[src/rtl/regfile_wen_sequencer.sv]
// regfile_wen_sequencer: registered one-hot write-enable decoder with clear sweep; WEN_SEQ_R0_LOCK_EN hardwires register 0
module regfile_wen_sequencer #(
  parameter int ADDR_W = 5
) (
  input  logic                   clock,
  input  logic                   reset,
  input  logic                   wr_en,
  input  logic [ADDR_W-1:0]      wr_addr,
  output logic                   wr_ready,
  input  logic                   clr_req,
  output logic [2**ADDR_W-1:0]   wen,
  output logic                   zero_sel,
  output logic                   clr_busy,
  output logic                   clr_done
);
  localparam int DEPTH = 2**ADDR_W;
  typedef enum logic {IDLE, SWEEP} state_t;
  state_t state, state_n;
  logic [ADDR_W-1:0] cnt, cnt_n;
  logic [DEPTH-1:0] wen_n;
  logic zero_n, busy_n, done_n;
  assign wr_ready = (state == IDLE) && !clr_req;
  // Outputs register alongside state, so cnt holds the index for the next sweep cycle
  always_comb begin
    state_n = state;
    cnt_n = cnt;
    wen_n = '0;
    zero_n = 1'b0;
    busy_n = 1'b0;
    done_n = 1'b0;
    if (state == IDLE) begin
      if (clr_req) begin
        state_n = SWEEP;
        cnt_n = ADDR_W'(1);
        wen_n = DEPTH'(1);
        zero_n = 1'b1;
        busy_n = 1'b1;
      end else if (wr_en) begin
        wen_n = DEPTH'(1) << wr_addr;
      end
    end else begin
      wen_n = DEPTH'(1) << cnt;
      zero_n = 1'b1;
      busy_n = 1'b1;
      cnt_n = cnt + 1'b1;
      if (cnt == ADDR_W'(DEPTH-1)) begin
        done_n = 1'b1;
        state_n = IDLE;
      end
    end
`ifdef WEN_SEQ_R0_LOCK_EN
    wen_n[0] = 1'b0;
`endif
  end
  always_ff @(posedge clock) begin
    if (reset) begin
      state <= IDLE;
      cnt <= '0;
      wen <= '0;
      zero_sel <= 1'b0;
      clr_busy <= 1'b0;
      clr_done <= 1'b0;
    end else begin
      state <= state_n;
      cnt <= cnt_n;
      wen <= wen_n;
      zero_sel <= zero_n;
      clr_busy <= busy_n;
      clr_done <= done_n;
    end
  end
endmodule

[config.mk]
export PLATFORM = sky130hd
export DESIGN_NAME = regfile_wen_sequencer
export DESIGN_NICKNAME = d
export VERILOG_FILES = /design/src/rtl/regfile_wen_sequencer.sv
export SDC_FILE = /design/constraint.sdc
export NUM_CORES = 1
export LEC_CHECK = 0
export BUFFER_PORTS_ARGS = -buffer_cell sky130_fd_sc_hd__buf_2
export CORE_ASPECT_RATIO = 1.5
export CORE_MARGIN = 2
export CORE_UTILIZATION = 50
export DETAILED_ROUTE_END_ITERATION = 8
export PLACE_DENSITY = 0.77
export SKIP_LAST_GASP = 1
export SLEW_MARGIN = 20
export SYNTH_ARGS = -nofsm -noshare
export SYNTH_HDL_FRONTEND = slang
export SYNTH_SLANG_ARGS = --single-unit
[constraint.sdc]
create_clock -name clock -period 1.7 [get_ports clock]
set_clock_uncertainty 0.15 [all_clocks]
set_input_delay 0.34 -clock clock [delete_from_list [all_inputs] [get_ports clock]]
set_output_delay 0.34 -clock clock [all_outputs]
set_load 0.05 [all_outputs]
==> results of run 1 <==
==> placed cells by master, fill, tap and decap left out, types with 4 or more instances in the layout <==
cell,instances
buf_2,44
dfxtp_1,39
o22ai_1,20
nor2_1,12
nand2_1,12
nand3_1,10
buf_4,8
nand3b_1,7
ha_1,7
a21oi_1,6
nand4_1,5
clkbuf_8,5
inv_1,4
==> per-stage QoR <==
stage | cell area (µm²) | utilization | TNS (ns) | cells | total power [mW]
2_1_floorplan | 1610 | - | 0 | 167 | 1.09
6_report | 2020 | 0.652 | 0 | 259 | 1.90
3_3_place_gp | 1900 | 0.614 | 0 | 251 | 1.15
4_1_cts | 2010 | 0.651 | 0 | 259 | 1.90
3_5_place_dp | 1900 | 0.614 | -0.0271 | 251 | 1.15
5_1_grt | 2020 | 0.652 | 0 | 259 | 1.96
==> cell type report <==
cell class                      instances  area (µm²)
Multi-Input combinational cell        115         761
Clock buffer                            5        68.8
Clock inverter                          3        42.5
Timing Repair Buffer                   52         280
Fill cell                             264        1080
Inverter                                4        15.0
Sequential cell                        40         802
Tap cell                               40        50.0
==> worst paths after layout <==
check / start / end / slack [ns] / cells past startpoint
max: state / wr_ready / 0.06 / 2
min: wr_addr[1] / wen[15] / 0.29 / 3
max reg2reg: cnt[0] / cnt[4] / 0.16 / 5
min reg2reg: cnt[1] / cnt[3] / 0.43 / 2
==> tightest hold or removal path: stages <==
cell and delay, ns:
buf_2 0.18, nand3_1 0.09, a21oi_1 0.06
==> synth_stat cells (3+ instances only) <==
cell / n / share of area
o22ai_1: 20 / 0.078
nand3b_1: 7 / 0.033
ha_1: 7 / 0.055
o32a_1: 3 / 0.019
nand2_1: 12 / 0.028
a21oi_1: 6 / 0.019
nor2_1: 13 / 0.030
nor3b_1: 3 / 0.014
nand4_1: 5 / 0.020
inv_1: 4 / 0.0094
clkbuf_1: 5 / 0.012
nand3_1: 10 / 0.031
dfxtp_1: 40 / 0.50
==> layer usage <==
metal,GRT usage,vias to the layer above
li1,-,723
met2,0.436,94
met5,0,-
met3,0.0488,14
met1,0.254,702
met4,0.142,0
==> flip-flops by register name (all words and copies together) (netlist names) <==
register / flops
clr_busy: 1
clr_done: 1
cnt: 5
state: 1
wen: 32
==> power groups by stage <==
stage	combinational [mW]	sequential [mW]	clock, mW
finish	0.174	0.965	0.756
global route	0.188	0.966	0.806
CTS	0.170	0.964	0.762
detailed placement	0.169	0.986	0
global placement	0.166	0.984	0
floorplan	0.0914	1.00	0
==> logic make-up after synthesis <==
family                   share of synthesized area
buffers and inverters                       0.0312
AND/OR/NAND/NOR                              0.252
AO/OA/AOI/OAI                                0.163
flip-flops                                   0.499
adder cells (fa/ha/maj)                     0.0546
==> timing repair <==
| item | CTS | global route |
|---|---|---|
| setup buffers | 0 | 0 |
| setup endpoints to repair | 1 | 6 |
| hold endpoints to repair | 0 | 0 |
| resized for setup | 1 | 1 |
| hold buffers | 0 | 0 |
==> impl_metrics.yaml, run 1 <==
outcome:
  run_status: "finished, final reports clean"
floorplanning:
  coreArea_mm2: 0.00310
  die_w_um: 50.2
  start_util: 0.518
  die_h_um: 73.4
  dieArea_mm2: 0.00369
  num_io_pins: 45
  row_count: 25
critical_path:
  worstPathMaxFanout: 15
  cp_top_family: "flip-flops"
  worstSetupEndpointType: "output port"
  required_ns: 1.21
  slowest_delay_ns: 0.42
  critPathArrivalTime_ns: 1.15
  cp_num_buf_inv: 1
  path_class: "register to output port"
  worstPathCellList: "nor2_2, buf_2"
  setup.worst_path.start_class: "register"
  critical_path.slowest_cell: "dfxtp_2"
timing:
  maxSlewViolCount: 0
  relSlewSlack: 0.663
  worstMarginPinSlew_ns: 0.499
  finalHoldViolCount: 0
  setup_viol: 0
  min_period_over_period: 0.967
  setup_ws_ns: 0.0569
  holdWs_ns: 0.288
  layout_min_cycle_time_ns: 1.64
  fmax_mhz: 609
  rsz0062_at_grt: "no"
logic_synthesis:
  synthCells: 167
  synth-seq-cells: 40
  syn-cell-area_mm2: 0.00160
  synth-seq-area-share: 0.499
  synth-async-reset-ratio: 0
  ys.flop_type: "dfxtp_1"
  synth.avg_cell_area_um2: 9.61
  yosys_warnings: 0
  synth_nets: 183
  synth_edf_count: 0
  ys_types: 39
clock_tree:
  cts_buffer_depth: 2
  clk_pin_slew_ns: 0.07
  cts.sinks: 40
  htreeDepth: 2
  cts_tree: "yes"
  clock_latency_ns: 0.29
  cts_root_buf: "clkbuf_8"
  cts_buffers: 5
power_and_ir_drop:
  clkPwrFrac: 0.399
  sw_frac_of_total: 0.241
  p_switching_uw: 456
  internal_power_mw: 1.44
  pwr-share-comb: 0.092
  p_leak_nw: 0.863
  power_density_mw_per_mm2: 939
  max-vdd-ir-drop_uv: 516
  seq_power_share: 0.509
detailed_routing:
  drc: 0
  wl_met1_um: 1510
  detail-route-antenna-nets: 0
  routed.top_layer: "met4"
  wl_um: 4100
  wl_met2_um: 2180
  via_per_inst: 5.92
  via_count: 1533
  met3_length_um: 288
  wl_per_cell_um: 15.8
  dr.pass1.iters: 5
  drt_iter0_markers: 94
global_route:
  grt_max_degree: 25
  grt.overflow.total: 0
  antenna_found_initial: 0
  grtUsageTotal: 0.241
  grt_pass1_vias: 1479
  grt_pass1_wl_um: 6690
layout:
  diodes: 0
  drive_above_1_share: 0.324
  syn_to_final_growth_pct: 25.9
  layout.nets: 234
flow_run:
  drv_cap: 0
placement:
  gp_congestion: 0.910
  hpwl_um: 2980
  portBuffers: 44
  dp_slack_ns: -0.0271
worst_hold_path:
  min_path_type: "input pin to register"
No activity file was read; power rests on OpenSTA's default activity.
==> run 2: changes to the inputs <==
--- a/config.mk
+++ b/config.mk
@@ -5,12 +5,12 @@
 export SDC_FILE = /design/constraint.sdc
 export NUM_CORES = 1
 export LEC_CHECK = 0
+export ABC_AREA = 1
 export BUFFER_PORTS_ARGS = -buffer_cell sky130_fd_sc_hd__buf_2
-export CORE_ASPECT_RATIO = 1.5
 export CORE_MARGIN = 2
-export CORE_UTILIZATION = 50
+export CORE_UTILIZATION = 52
 export DETAILED_ROUTE_END_ITERATION = 8
-export PLACE_DENSITY = 0.77
+export PLACE_DENSITY = 0.78
 export SKIP_LAST_GASP = 1
 export SLEW_MARGIN = 20
 export SYNTH_ARGS = -nofsm -noshare
==> run 2 against run 1 <==
Synthesized cell count grew 56%. Clock power shrank 41%. First-iteration DRC count increased by 4.3%. Critical path depth unchanged. Final cell count increased by 36%. Combinational power rose by 13%. Design area up 7.6%. Critical endpoint unchanged.
==> impl_metrics.yaml, run 2 <==
worst_hold_path:
  min_path_type: "input pin to register"
logic_synthesis:
  yosysMostFrequentCell: "nor2_1"
  synth-seq-area-share: 0.432
  synth_nets: 276
  synthCells: 260
  syn-cell-area_mm2: 0.00186
  synth_edf_count: 0
  synth-async-reset-ratio: 0
  synth-seq-cells: 40
  yosys.area.top_type: "dfxtp_1"
  yosysTopAreaCellShare: 0.432
  yosys_warnings: 0
  ys_top_cells_by_area: "dfxtp_1 43%, nor2_1 15%, nand2_1 11%"
  synth_common_cells: "72 x nor2_1, 53 x nand2_1, 40 x dfxtp_1"
  synth.avg_cell_area_um2: 7.14
  ys.flop_type: "dfxtp_1"
  ys_types: 25
clock_tree:
  cts_tree: "yes"
  cts_buffer_depth: 2
  cts_buffers: 5
  htreeDepth: 2
  cts.sinks: 40
  clk_pin_slew_ns: 0.11
  clock_latency_ns: 0.35
  cts_root_buf: "clkbuf_4"
  cts_hold_buffers: 0
layout:
  reg_top3: "wen: 32 flops, cnt: 5 flops"
  final_common_cell: "nor2_1"
  final_cell_mix: "72 x nor2_1, 53 x nand2_1, 43 x buf_2, 39 x dfxtp_1, 22 x a21oi_1"
  drive_above_1_share: 0.232
  layout.nets: 322
  regMostFlops: "wen"
  syn_to_final_growth_pct: 17.1
  largest_register_ffs: 32
  diodes: 0
  fin_area_mm2: 0.00217
timing:
  min_period_over_period: 0.928
  finalHoldViolCount: 0
  setup_viol: 0
  layout_min_cycle_time_ns: 1.58
  fmax_mhz: 634
  relSlewSlack: 0.730
  worstMarginPinSlew_ns: 0.404
  final.setup.tns_ns: 0
  maxSlewViolCount: 0
  rsz0062_at_grt: "no"
detailed_routing:
  via_count: 1791
  via_per_inst: 5.09
  detail-route-antenna-nets: 0
  wl_per_cell_um: 12.0
  drc: 0
  wl_um: 4220
  drt_iter0_markers: 98
  dr.pass1.iters: 4
placement:
  post_dp_cell_area_mm2: 0.00211
  gp_congestion: 0.908
  hpwl_um: 3090
  portBuffers: 44
critical_path:
  critPathArrivalTime_ns: 1.09
  path_class: "register to output port"
  required_ns: 1.21
  setup.worst_path.start_class: "register"
  worstSetupEndpointType: "output port"
  worstPathMaxFanout: 9
  r2r_setup_slack_ns: 0.19
global_route:
  grtUsageTotal: 0.231
  grt_pass1_wl_um: 7290
  grt_max_degree: 21
  grt_pass1_vias: 1622
  antenna_found_initial: 0
  grt.overflow.total: 0
flow_run:
  drv_cap: 0
floorplanning:
  die_h_um: 63.7
  row_count: 21
  start_util: 0.547
  coreArea_mm2: 0.00339
  dieArea_mm2: 0.00406
  num_io_pins: 45
  die_w_um: 63.7
outcome:
  run_status: "finished, final reports clean"
power_and_ir_drop:
  p_leak_nw: 0.969
  fin_total_pwr_mw: 1.61
  power_density_mw_per_mm2: 739
  max-vdd-ir-drop_uv: 421
run 2: logic make-up (layout without fill, tap and decap cells):
group | Yosys count | in the layout | share of synthesized area
DFF | 40 | 40 | 0.432
buffers and inverters | 32 | 78 | 0.0775
adders and majority gates | 7 | 7 | 0.0472
and+or+nand+nor | 157 | 157 | 0.375
AOI/OAI and AO/OA | 24 | 24 | 0.0688
run 2: stage by stage:
stage,std cells,setup slack (ns),hold WS (ns),utilization
2_1_floorplan,260,0.296,0.322,-
3_3_place_gp,344,0.207,0.339,0.623
3_5_place_dp,344,0.105,0.349,0.623
4_1_cts,351,0.0204,0.202,0.639
5_1_grt,352,0.0494,0.179,0.641
6_report,352,0.122,0.188,0.641
run 2: final timing paths:
check / startpoint / depth (start not counted) / end
worst min-delay path: clr_req / 3 / cnt[0]
worst min register to register: cnt[1] / 2 / cnt[1]
worst max-delay path: state / 2 / wr_ready
worst max register to register: cnt[0] / 6 / wen[2]
run 2: repair_timing:
item	in CTS	in global routing
pin swaps	1	1
endpoints found under the setup margin	1	1
setup buffers	0	1
resized for setup	3	0
run 2: power breakdown:
part / switching [mW] / internal (mW)
Clock: 0.295 / 0.152
Sequential: 0.0128 / 0.949
Combinational: 0.144 / 0.0514
run 2: layout make-up:
| cell class | count | area, µm² |
|---|---|---|
| clock buffers | 6 | 41.3 |
| clock inverters | 1 | 5.00 |
| fillers | 324 | 1220 |
| inverters | 21 | 83.8 |
| multi-input cells | 188 | 911 |
| flip-flops and latches | 40 | 802 |
| well taps | 46 | 57.6 |
| repair buffers | 50 | 272 |
run 2: critical path, stage by stage (launching register included):
cell	delay [ns]
dfxtp_2	0.51
nor2_8	0.07
buf_6	0.16
run 2: routing by layer:
| metal | global-route usage | part of all wire |
|---|---|---|
| met1 | 0.285 | 0.44 |
| met3 | 0.0616 | 0.064 |
| met4 | 0.111 | 0.020 |
| met5 | 0 | 0 |
| met2 | 0.375 | 0.48 |
